--- src/rtl/btn_debounce.sv ---
// Push-button conditioner: synchronises the raw pad, debounces each
// transition and produces a clean pressed level plus press/release/long strobes.
//
// Ports:
//   clk_i     system clock
//   rst_i     asynchronous, active-high reset
//   btn_i     raw button pad, asynchronous to clk_i
//   btn_o     debounced level, 1 = pressed
//   press_o   one-cycle strobe on accepted press
//   release_o one-cycle strobe on accepted release
//   long_o    one-cycle strobe when a hold reaches LONG_CYCLES
//   held_o    level, 1 from long_o until the accepted release
module btn_debounce #(
   parameter int SYNC_STAGES     = 2,
   parameter int DEBOUNCE_CYCLES = 250_000,
   parameter int LONG_CYCLES     = 25_000_000,
   parameter bit ACTIVE_LOW      = 1'b1
) (
   input  logic clk_i,
   input  logic rst_i,
   input  logic btn_i,
   output logic btn_o,
   output logic press_o,
   output logic release_o,
   output logic long_o,
   output logic held_o
);

   generate
      if (SYNC_STAGES < 2) begin : g_bad_sync
         $error("btn_debounce: SYNC_STAGES must be >= 2");
      end
      if (DEBOUNCE_CYCLES < 1) begin : g_bad_deb
         $error("btn_debounce: DEBOUNCE_CYCLES must be >= 1");
      end
      if (LONG_CYCLES < 1) begin : g_bad_long
         $error("btn_debounce: LONG_CYCLES must be >= 1");
      end
   endgenerate

   localparam int DW = $clog2(DEBOUNCE_CYCLES + 1);
   localparam int HW = $clog2(LONG_CYCLES + 1);

   localparam logic [DW-1:0] DEB_LAST  = DW'(DEBOUNCE_CYCLES - 1);
   localparam logic [HW-1:0] HOLD_LAST = HW'(LONG_CYCLES - 1);

   // Pad level while the button is not pressed.
   localparam logic IDLE_LVL = ACTIVE_LOW;

   typedef enum logic [1:0] {
      S_RELEASED,
      S_PRESS_WAIT,
      S_PRESSED,
      S_RELEASE_WAIT
   } state_t;

   state_t                 state_q, state_d;
   logic [SYNC_STAGES-1:0] sync_q, sync_d;
   logic [DW-1:0]          deb_cnt_q, deb_cnt_d;
   logic [HW-1:0]          hold_cnt_q, hold_cnt_d;
   logic                   btn_q, btn_d;
   logic                   press_q, press_d;
   logic                   release_q, release_d;
   logic                   long_q, long_d;
   logic                   held_q, held_d;
   logic                   p_s;

   // Polarity-normalised synchronised level, 1 = pressed.
   assign p_s = sync_q[SYNC_STAGES-1] ^ ACTIVE_LOW;

   always_comb begin
      sync_d     = {sync_q[SYNC_STAGES-2:0], btn_i};
      state_d    = state_q;
      deb_cnt_d  = deb_cnt_q;
      hold_cnt_d = hold_cnt_q;
      btn_d      = btn_q;
      press_d    = 1'b0;
      release_d  = 1'b0;
      long_d     = 1'b0;
      held_d     = held_q;

      unique case (state_q)
         S_RELEASED: begin
            if (p_s) begin
               state_d   = S_PRESS_WAIT;
               deb_cnt_d = '0;
            end
         end

         S_PRESS_WAIT: begin
            if (!p_s) begin
               state_d = S_RELEASED;
            end else if (deb_cnt_q == DEB_LAST) begin
               state_d    = S_PRESSED;
               btn_d      = 1'b1;
               press_d    = 1'b1;
               hold_cnt_d = '0;
            end else begin
               deb_cnt_d = deb_cnt_q + DW'(1);
            end
         end

         S_PRESSED: begin
            // The hold counter saturates at its last value so long_o
            // cannot fire again for the same press.
            if (hold_cnt_q == HOLD_LAST) begin
               if (!held_q) begin
                  long_d = 1'b1;
                  held_d = 1'b1;
               end
            end else begin
               hold_cnt_d = hold_cnt_q + HW'(1);
            end
            if (!p_s) begin
               state_d   = S_RELEASE_WAIT;
               deb_cnt_d = '0;
            end
         end

         S_RELEASE_WAIT: begin
            // hold_cnt is frozen here; a rejected bounce resumes it.
            if (p_s) begin
               state_d = S_PRESSED;
            end else if (deb_cnt_q == DEB_LAST) begin
               state_d    = S_RELEASED;
               btn_d      = 1'b0;
               held_d     = 1'b0;
               release_d  = 1'b1;
               hold_cnt_d = '0;
            end else begin
               deb_cnt_d = deb_cnt_q + DW'(1);
            end
         end

         default: state_d = S_RELEASED;
      endcase
   end

   always_ff @(posedge clk_i or posedge rst_i) begin
      if (rst_i) begin
         sync_q     <= {SYNC_STAGES{IDLE_LVL}};
         state_q    <= S_RELEASED;
         deb_cnt_q  <= '0;
         hold_cnt_q <= '0;
         btn_q      <= 1'b0;
         press_q    <= 1'b0;
         release_q  <= 1'b0;
         long_q     <= 1'b0;
         held_q     <= 1'b0;
      end else begin
         sync_q     <= sync_d;
         state_q    <= state_d;
         deb_cnt_q  <= deb_cnt_d;
         hold_cnt_q <= hold_cnt_d;
         btn_q      <= btn_d;
         press_q    <= press_d;
         release_q  <= release_d;
         long_q     <= long_d;
         held_q     <= held_d;
      end
   end

   assign btn_o     = btn_q;
   assign press_o   = press_q;
   assign release_o = release_q;
   assign long_o    = long_q;
   assign held_o    = held_q;

endmodule

--- config.mk ---
export PLATFORM = sky130hd
export DESIGN_NAME = btn_debounce
export DESIGN_NICKNAME = d
export VERILOG_FILES = /design/src/rtl/btn_debounce.sv
export SDC_FILE = /design/constraint.sdc
export NUM_CORES = 1
export LEC_CHECK = 0
export CORE_MARGIN = 5
export CORE_UTILIZATION = 40
export CTS_CLUSTER_SIZE = 12
export DETAILED_ROUTE_END_ITERATION = 16
export DONT_BUFFER_PORTS = 1
export GPL_ROUTABILITY_DRIVEN = 0
export SYNTH_ARGS = -nofsm -noshare
export SYNTH_HDL_FRONTEND = slang
export SYNTH_SLANG_ARGS = --single-unit
--- constraint.sdc ---
create_clock -name clk_i -period 3 [get_ports clk_i]
set_input_delay 0.3 -clock clk_i [delete_from_list [all_inputs] [get_ports clk_i]]
set_output_delay 0.3 -clock clk_i [all_outputs]
set_load 0.02 [all_outputs]
* Yosys cells after proc, flatten, opt, wreduce, memory -nomap -nowiden
Index checks and enable logic that the tools add are counted.
Word-level totals: flip-flop bits (word level) 52, bits of input ports 3, output and inout bits 5, word-level logic and storage cells 68
Operators by class: add/sub/neg operators 2, equality and inequality tests 15, muxes and demuxes 33, reduce and logical (&&, ||, !) cells 9
Operators by type and width (number):
- 25-bit 2-to-1 mux | 4
- 18-bit 2-to-1 mux | 5
- 25-bit case mux with 3 select lines | 1
- 18-bit case mux with 4 select lines | 1
- 25-bit by 1-bit adder with 25-bit output (second input constant) | 1
- 25-bit == test (second input constant) | 1
- 18-bit by 1-bit adder with 18-bit output (second input constant) | 1
- 18-bit == test (second input constant) | 1
- 2-bit != test (second input constant) | 8
- 4-bit AND reduction | 4
- 1-bit 2-to-1 mux | 13
- 2-bit 2-to-1 mux | 6
- 2-bit case mux with 4 select lines | 1
- 3-bit != test (second input constant) | 2
- 5-bit AND reduction | 1
- 2-bit == test (second input constant) | 2
- 1-bit case mux with 2 select lines | 2
- 2-bit nonzero test | 2
- 3-bit nonzero test | 1
- 2-bit by 1-bit == test with 1-bit output (second input constant) | 1
- 2-bit logical NOT | 1

* Logic depth before layout (Yosys ltp)
depth after elaboration 4, mapped depth 8, gate-level depth less buffers 6

* Worst setup path before layout
No wires, ideal clock.
path type register to register, start point register deb_cnt_q[11], end point register hold_cnt_q[10], library setup time 0.124 ns, arrival time 2.135 ns, required time 2.876 ns, setup slack 0.741 ns, stages on the path, launching flop included 8, buffers on the path 2, cells stage by stage dfrtp_1 or4b_4 nor4_4 nand4_4 and2_4 buf_6 buf_8 a211o_1
On the way: cells in the longest elaborated chain, start to end 4, elaborated cells between the ends (all ways) 5
RTL lines:
- from (decl) | line 59 | logic [DW-1:0] deb_cnt_q, deb_cnt_d;
- from (signal assigned) | line 153 | deb_cnt_q <= deb_cnt_d;
- 18-bit == test (*) | line 93, 124
- 25-bit 2-to-1 mux (*)
- 25-bit 2-to-1 mux, on equally long branches
- 25-bit case mux with 3 select lines (*)
- to (signal assigned) | line 154 | hold_cnt_q <= hold_cnt_d;
- to (decl) | line 60 | logic [HW-1:0] hold_cnt_q, hold_cnt_d;
Every way passes the cells marked *; elsewhere a longest branch is shown, timed or not. The select of a mux whose other input is x is not followed. A chain may end at the register's enable or synchronous reset.

* Worst setup path after layout
start point register deb_cnt_q[11], end point register hold_cnt_q[22]
Same word-level chain as after synthesis.

==> summary.md <==
| Metric | Value |
|---|---|
| RSZ-0062 raised after global routing | `no` |
| GR Overflow Total | `0` |
| Seq/Total Area, Yosys | `45.56%` |
| Pint | `970.4 uW` |
| CP top delay family | `simple AND/OR/NAND/NOR gates` |
| Starting Density | `41.66%` |
| NetSw | `272.3 uW` |
| Hold buffer count at cts | `2` |
| DRT Pass-1 Iters | `4` |
| Final instance area | `3078 um2` |
| Half-perimeter wire length after placement | `4085 um` |
| Vias | `2271` |
| Tmin final | `2.360 ns` |
| CP max stage delay | `0.58 ns` |
| Outcome | `finished clean` |
| Worst path bufs/invs | `0` |
| Final non-filler cell total | `406` |
| Worst setup SP type | `flop` |
| Post-synthesis cell count | `309` |
| Comb pwr share | `3.3%` |
| Cts repair resizes | `0` |
| Number of antenna repair diodes | `0` |
| Buffer depth of the longest clock path | `2` |
| Final core utilization | `44.81%` |
| Postcts setup bufs | `0` |
| Via density | `5.594` |
| Fin crit share | `78.67%` |
| Largest net degree at the start of global routing | `28` |
| F_max | `0.4237 GHz` |
| Post-DP Area | `2950 um2` |
| Clock-pin slew on the worst setup and hold paths | `0.09 ns` |
| Seq pwr share | `58.1%` |
| DR iter-0 viols | `155` |
| CP arrival | `2.55 ns` |
| Cell chain of the critical path | `or4b_4 > nor4_4 > nand4_4 > and2_4 > a221o_1` |
| Synthesized area per cell | `9.260 um2` |
| Hold WC Path Type | `flop to flop` |
| Clock Sinks | `52` |
| Die area | `8945 um2` |
| Leak pwr | `1.337 nW` |
| Die height | `94.58 um` |
| H-tree Lvls | `2` |
| Worst slack at placement | `0.6226 ns` |
| Clock root buffer | `clkbuf_8` |
| Synth async-reset ratio | `100.0%` |
| IO buf count | `0` |
| Hold Worst Slack | `0.3622 ns` |
| Final setup skew | `0.004147 ns` |
| Power Total | `1.243 mW` |
| Final Net Count | `314` |
| Area grow syn2layout | `7.564%` |
| Post-synth EDFFs | `0` |
| Worst Path Required | `3.19 ns` |
| Tot GR Track Use | `14.32%` |
| Number of global-route vias before repair | `2023` |
| Yosys reg bits | `52` |
| Cts bufs inserted | `5` |
| TritonCTS clock tree | `yes` |
| CP max stage cell | `or4b_4` |
| Hold Fails Final Rpt | `0` |
| DP Cell Count | `396` |
| IO Count | `8` |
| Crit Path Class | `flop to flop` |
| P per Cell Area | `403.7 nW/um2` |
| Post-route ant nets | `0` |
| Max Cap Violations | `0` |
| Clock power frac | `38.6%` |
| Ys Warns | `0` |
| Residual DRC | `0` |
| Crit. End Element | `flop` |
| # rows | `30` |
| DIE WIDTH | `94.58 um` |
| Setup Viol. Count Final | `0` |
| Final Worst Setup Slack | `0.6398 ns` |
| Drt wl/cell | `14.47 um` |
| First-pass GRT wire length | `10140 um` |
| Crit-path max FO | `14` |
| Synthesized area | `2861 um2` |
| WL final | `5873 um` |
| Total core area | `6869 um2` |
| Slew Viols, Final | `0` |
| Post-synth cell types | `52` |
| Layout cells sized above 1 | `9.355%` |
| Sw Share | `21.91%` |
| Worst-Margin Slew | `0.8117 ns` |
| Initial antenna violation count | `0` |
| Clock Latency Late Sink | `0.30 ns` |
| Slew headroom | `45.69%` |
| Dominant synthesized flop cell | `dfrtp_1` |
| Sum Neg Setup Slack | `0 ns` |
| Syn_nets | `314` |
| Maximum VDD drop | `0.2599 mV` |
==> cell type report <==
type,count,area [um2]
Tap cell,96,120.1
Inverter,4,15.01
Timing Repair Buffer,8,65.06
Sequential cell,52,1304
Multi-Input combinational cell,238,1466
Clock inverter,2,35.03
Fill cell,665,3791
Clock buffer,6,72.57
==> flip-flops by register name (all words and copies together), names as in the netlist, named ones only <==
signal / flops
held_o: 1
state_q: 1
press_o: 1
btn_o: 1
long_o: 1
hold_cnt_q: 25
release_o: 1
deb_cnt_q: 18
sync_q: 2
==> cells in the mapped netlist, types with 2 or more instances <==
cell type	number	area (um2)
a211o_1	6	52.55
a211o_2	2	20.02
a21o_1	5	37.54
a21oi_1	12	60.06
a221o_1	2	20.02
a22o_1	2	17.52
a31oi_1	5	31.28
and3_1	13	81.33
and3_2	2	15.01
and4_1	2	17.52
clkbuf_1	11	41.29
dfrtp_1	50	1251
dfstp_2	2	52.55
ha_1	2	25.02
inv_1	4	15.01
mux2i_1	6	60.06
nand2_1	29	108.9
nand2b_1	2	12.51
nand3_1	29	145.1
nand3b_1	3	22.52
nand4_1	10	62.56
nor2_1	22	82.58
nor3_1	18	90.09
nor4_1	4	25.02
o21ai_0	19	95.09
or3_1	11	68.82
or4_1	2	15.01
xnor2_1	3	26.28
xor2_1	8	70.07
==> worst reg2reg max path, delay by kind of cell (launching register included) <==
family / cells / cell delay, ns
DFF: 1 / 0.44
and+or+nand+nor: 4 / 1.44
AOI/OAI and AO/OA: 1 / 0.37
==> power groups by stage <==
stage | registers, mW | logic, mW | clock network, mW
floorplan | 0.732 | 0.0310 | 0
global placement | 0.735 | 0.0403 | 0
detailed placement | 0.736 | 0.0409 | 0
CTS | 0.722 | 0.0435 | 0.501
global route | 0.724 | 0.0499 | 0.533
finish | 0.722 | 0.0415 | 0.479
==> cell usage in the layout (no fill, tap or decap), types with 4 or more instances in the layout <==
master	instances
clkbuf_8	5
a21o_1	5
nor3_1	18
xor2_1	8
dfrtp_1	50
or3_1	11
nor4_1	4
nor2_1	22
a31oi_1	5
a211o_1	6
nand3_1	29
buf_4	6
a21oi_1	12
nand4_1	10
and3_1	13
nand2_1	29
mux2i_1	6
o21ai_0	19
==> path summary, 6_finish.rpt <==
check	slack [ns]	cells past startpoint	endpoint	startpoint
min in group asynchronous	0.52	2	deb_cnt_q[12]	rst_i
worst min-delay path	0.36	0	sync_q[1]	sync_q[0]
max in group asynchronous	1.68	3	sync_q[0]	rst_i
worst max-delay path	0.64	5	hold_cnt_q[22]	deb_cnt_q[11]
worst min register to register	0.36	0	sync_q[1]	sync_q[0]
worst max register to register	0.64	5	hold_cnt_q[22]	deb_cnt_q[11]
==> metal layers <==
| metal | track usage, % | wire (um) |
|---|---|---|
| met1 | 21.38 | 3101 |
| met2 | 20.69 | 2521 |
| met3 | 2.948 | 228 |
| met4 | 4.447 | 21 |
| met5 | 0 | 0 |
==> logic make-up (layout without fill, tap and decap cells) <==
| logic type | count (synthesis) | in the layout | share of synthesized area (%) |
|---|---|---|---|
| AOI/OAI and AO/OA | 58 | 58 | 13.12 |
| DFF | 52 | 52 | 45.56 |
| muxes | 7 | 7 | 2.492 |
| adders and majority gates | 2 | 2 | 0.8744 |
| and+or+nand+nor | 160 | 160 | 31.40 |
| buffers and inverters | 19 | 20 | 3.191 |
| xor gates and xnor gates | 11 | 11 | 3.367 |
No activity file was read; power rests on OpenSTA's default activity.
